File: config.mk
export PLATFORM = sky130hd
export DESIGN_NAME = alu_op_sequencer
export DESIGN_NICKNAME = d
export VERILOG_FILES = /design/src/rtl/alu_seq_pkg.sv /design/src/rtl/alu_op_sequencer.sv
export SDC_FILE = /design/constraint.sdc
export NUM_CORES = 1
export LEC_CHECK = 0
export BUFFER_PORTS_ARGS = -buffer_cell sky130_fd_sc_hd__buf_2
export CAP_MARGIN = 30
export CORE_ASPECT_RATIO = 1.1
export CORE_MARGIN = 2
export CORE_UTILIZATION = 41
export CTS_CLUSTER_DIAMETER = 200
export DETAILED_ROUTE_END_ITERATION = 10
export PLACE_DENSITY = 0.81
export SYNTH_ARGS = -nofsm -noshare
export SYNTH_HDL_FRONTEND = slang
export SYNTH_SLANG_ARGS = --single-unit
File: constraint.sdc
create_clock -name clk -period 1.28 [get_ports clk]
set_input_delay 0 -clock clk [delete_from_list [all_inputs] [get_ports clk]]
set_output_delay 0 -clock clk [all_outputs]
set_load 0.1 [all_outputs]
File: src/rtl/alu_seq_pkg.sv
// ============================================================================
// alu_seq_pkg -- shared types and constants for the ALU command sequencer.
// Revision: 1.0
// ============================================================================
`default_nettype none

package alu_seq_pkg;

   localparam int WIDTH_DEF = 4;
   localparam int FW_DEF    = 4;

   // ALU register load strobes are active-low
   localparam logic LOAD_ON  = 1'b0;
   localparam logic LOAD_OFF = 1'b1;

   typedef enum logic [2:0] {
      IDLE   = 3'd0,
      LOAD_A = 3'd1,
      LOAD_B = 3'd2,
      EXEC   = 3'd3,
      DONE   = 3'd4
   } state_t;

endpackage

`default_nettype wire

File: src/rtl/alu_op_sequencer.sv
// ============================================================================
// alu_op_sequencer -- sequences one command onto the shared ALU operand bus
// and returns the captured result over a valid/ready port.
// Revision: 1.0
// ============================================================================
`default_nettype none

module alu_op_sequencer
   import alu_seq_pkg::*;
#(
   parameter int WIDTH = WIDTH_DEF,
   parameter int FW    = FW_DEF
) (
   input  logic             clk,
   input  logic             rst_n,
   input  logic             cmd_valid,
   output logic             cmd_ready,
   input  logic [WIDTH-1:0] cmd_a,
   input  logic [WIDTH-1:0] cmd_b,
   input  logic [FW-1:0]    cmd_f,
   input  logic             cmd_acc,
   output logic [WIDTH-1:0] alu_aorb,
   output logic             alu_sela,
   output logic             alu_selb,
   output logic             alu_en,
   output logic [FW-1:0]    alu_f,
   input  logic [WIDTH-1:0] alu_y,
   output logic             res_valid,
   input  logic             res_ready,
   output logic [WIDTH-1:0] res_data,
   output logic             busy
);

   state_t           r_state;
   logic [WIDTH-1:0] r_a_q;
   logic [WIDTH-1:0] r_b_q;
   logic [FW-1:0]    r_f_q;
   logic             r_acc_q;
   logic [WIDTH-1:0] r_res_q;

   logic             w_accept;

   // cmd_ready depends only on state and res_ready, never on cmd_valid
   assign cmd_ready = (r_state == IDLE) || ((r_state == DONE) && res_ready);
   assign w_accept  = cmd_valid && cmd_ready;

   always_ff @(posedge clk or negedge rst_n) begin
      if (!rst_n) begin
         r_state <= IDLE;
         r_a_q   <= '0;
         r_b_q   <= '0;
         r_f_q   <= '0;
         r_acc_q <= 1'b0;
         r_res_q <= '0;
      end else if (w_accept) begin
         r_a_q   <= cmd_a;
         r_b_q   <= cmd_b;
         r_f_q   <= cmd_f;
         r_acc_q <= cmd_acc;
         r_state <= LOAD_A;
      end else begin
         case (r_state)
            LOAD_A:  r_state <= LOAD_B;
            LOAD_B:  r_state <= EXEC;
            EXEC: begin
               r_res_q <= alu_y;
               r_state <= DONE;
            end
            DONE: begin
               if (res_ready) begin
                  r_state <= IDLE;
               end
            end
            default: r_state <= IDLE;
         endcase
      end
   end

   // Moore decode of the datapath controls from state and held command
   always_comb begin
      alu_aorb  = '0;
      alu_sela  = LOAD_OFF;
      alu_selb  = LOAD_OFF;
      alu_en    = 1'b0;
      res_valid = 1'b0;
      case (r_state)
         LOAD_A: begin
            alu_sela = LOAD_ON;
            alu_en   = 1'b1;
            alu_aorb = r_acc_q ? r_res_q : r_a_q;
         end
         LOAD_B: begin
            alu_selb = LOAD_ON;
            alu_en   = 1'b1;
            alu_aorb = r_b_q;
         end
         DONE:    res_valid = 1'b1;
         default: ;
      endcase
   end

   assign alu_f    = r_f_q;
   assign res_data = r_res_q;
   assign busy     = (r_state != IDLE);

endmodule

`default_nettype wire

==> flow_metrics.tcl <==
set metrics [dict create \
    setup_viol 28 \
    period_minus_slack_ns 1.61 \
    fin_cells 166 \
    die_area_sq_mm 0.00264 \
    die_width_um 49.2 \
    regToRegSetupSlack_ns -0.18 \
    grt.total_usage_pct 23.4 \
    cp-end-kind "primary output" \
    antenna_found_initial 0 \
    max_freq_mhz 622 \
    drv_cap 0 \
    grt_pass1_wl_um 4420 \
    root_buffer "clkbuf_4" \
    grt-ovfl-total 0 \
    syn-instance-count 66 \
    drt_first_pass_iters 4 \
    worstPathMaxFanout 6 \
    worstPathRequired_ns 1.28 \
    drc 0 \
    synth_warnings 0 \
    clk_latency_ns 0.32 \
    fin_ws_ns -0.329 \
    dp.cells 134 \
    postSynthAreaPerCell_sq_um 13.9 \
    skew_ns 0.0156 \
    cts_tree "built" \
    cts.sinks 20 \
    yosys-top-cells-area "dfrtp_1 54%, mux2_4 15%, mux2_2 9.8%" \
    synth.most_common_cell "dfrtp_1" \
    synthesis.area_sq_um 920 \
    dpl_worst_slack_ns -0.0760 \
    synth_fp_nets 87 \
    failed_checks "setup timing" \
    tightest_slew_ns 0.506 \
    htreeDepth 1 \
    drv_slew 0 \
    worstSetupStartpointType "flop" \
    clk_path_buf_depth 2 \
    grt_max_degree 21 \
    ys_ff_latch 20 \
    clk_pin_slew_ns 0.10 \
    cp.arrival_ns 1.61 \
    max_slew_margin_pct 66.5 \
    final.period_utilization_pct 126 \
    vias 828 \
    crit_end "alu_aorb[1]" \
    synth-edff-count 0 \
    portBuffers 38 \
    synth.largest_area_cell "dfrtp_1" \
    num-nets-final 160 \
    r2r_end "r_b_q[3]" \
    dp_hpwl_um 1530 \
    wl_per_cell_um 18.4 \
    yosys.area.top_type_share_pct 54.4 \
    rsz0062_at_grt "yes" \
    status "complete, but fails checks" \
    via_per_inst 4.99 \
    rows 17 \
    ff2ff_path_depth 5 \
    setup.worst_path.start "r_state[2]" \
    final_layout_size_suffix_gt1_share_pct 69.6 \
    synth-async-reset-ratio_pct 100 \
    antenna_cells 0 \
    ys_seq_area_share_pct 54.4 \
    wirelength_um 3050 \
    coreArea_sq_mm 0.00206 \
    numCtsBuffers 3 \
    final_area_sq_mm 0.00175 \
    globalplace.congestion 0.649 \
    ys_types 18 \
    hold_violations 0 \
    dieHeight_um 53.7 \
    synth.top_cells.by_count "20 x dfrtp_1, 9 x mux2_4, 8 x mux2_2, 8 x nand2_1" \
    hold_slack_ns 0.0605 \
    critical_path_class "flop to primary output" \
    drtIter0Drc 16 \
    start_util_pct 44.6 \
    synth_flop_cell "dfrtp_1" \
    post_dp_cell_area_sq_mm 0.00137 \
    grt_pass1_vias 896 \
    hp-class "input pin to flop" \
    crit-reg2reg-launch "r_state[0]" \
    syn2layout_area_growth_pct 89.8 \
    drtAntennaViolNets 0 \
    num_io_pins 39 \
]
cells by family after synthesis:
group / after synthesis / synth area share (%)
muxes: 21 / 28.8
and+or+nand+nor: 17 / 11.7
buffers and inverters: 3 / 2.04
DFF: 20 / 54.4
AOI/OAI and AO/OA: 5 / 2.99
registers in the layout (all words and copies together), names as in the netlist:
| signal | cells |
|---|---|
| alu_f | 4 |
| r_a_q | 4 |
| r_acc_q | 1 |
| r_b_q | 4 |
| r_state | 3 |
| res_data | 4 |
layout make-up:
class | count | area (sq um)
repair buffers | 69 | 634
multi-input cells | 44 | 533
flip-flops and latches | 20 | 509
fillers | 101 | 318
well taps | 28 | 35.0
clock buffers | 4 | 26.3
inverters | 1 | 7.51
worst max-delay path, stage by stage, from the launching register on:
cell,delay [ns]
dfrtp_2,0.47
nor3b_4,0.29
buf_6,0.17
nand2_2,0.08
o21ai_4,0.09
buf_12,0.19
timing repair:
item | 4_1_cts | 5_1_grt
setup buffers | 5 | 4
resized for setup | 18 | 9
endpoints found under the setup margin | 23 | 29
hold buffers | 18 | 0
pin swaps | 4 | 2
cloned | 1 | 0
endpoints found under the hold margin | 37 | 0
how the worst min path moves through the flow:
stage	startpoint	slack [ns]	depth (start not counted)	to
4_1_cts	cmd_valid	0.06	3	r_state[0]
3_3_place_gp	rst_n	-0.04	1	r_a_q[0]
6_report	cmd_valid	0.06	3	r_state[0]
2_1_floorplan	rst_n	-0.30	0	alu_f[0]
3_5_place_dp	rst_n	-0.04	1	r_a_q[0]
5_1_grt	cmd_valid	0.06	3	r_state[0]
stage by stage:
step	TNS [ns]	utilization (%)
3_3_place_gp	-0.0698	66.3
3_5_place_dp	-0.944	66.3
6_report	-4.31	84.6
5_1_grt	-5.64	84.6
2_1_floorplan	-2.15	-
4_1_cts	-3.22	81.5
cells in the final DEF, fill, tap and decap left out, types with 4 or more instances in the layout:
cell            n
buf_12          8
buf_2          28
buf_4           4
buf_6          11
dfrtp_1        13
dfrtp_2         7
dlygate4sd3_1  18
mux2_2          4
mux2_4         13
mux2i_1         4
nand2_2         4
o21ai_4         4
per-layer routing:
metal | part of all wire, % | global-route usage, % | vias to the layer above
met5 | 0 | 0 | -
met4 | 2.0 | 3.81 | 0
met3 | 3.7 | 7.22 | 8
met2 | 49 | 41.9 | 31
met1 | 45 | 28.5 | 414
li1 | - | - | 375
Power is not shown: default switching activity piles up to over one toggle a cycle in this logic, so the estimate is an artifact.
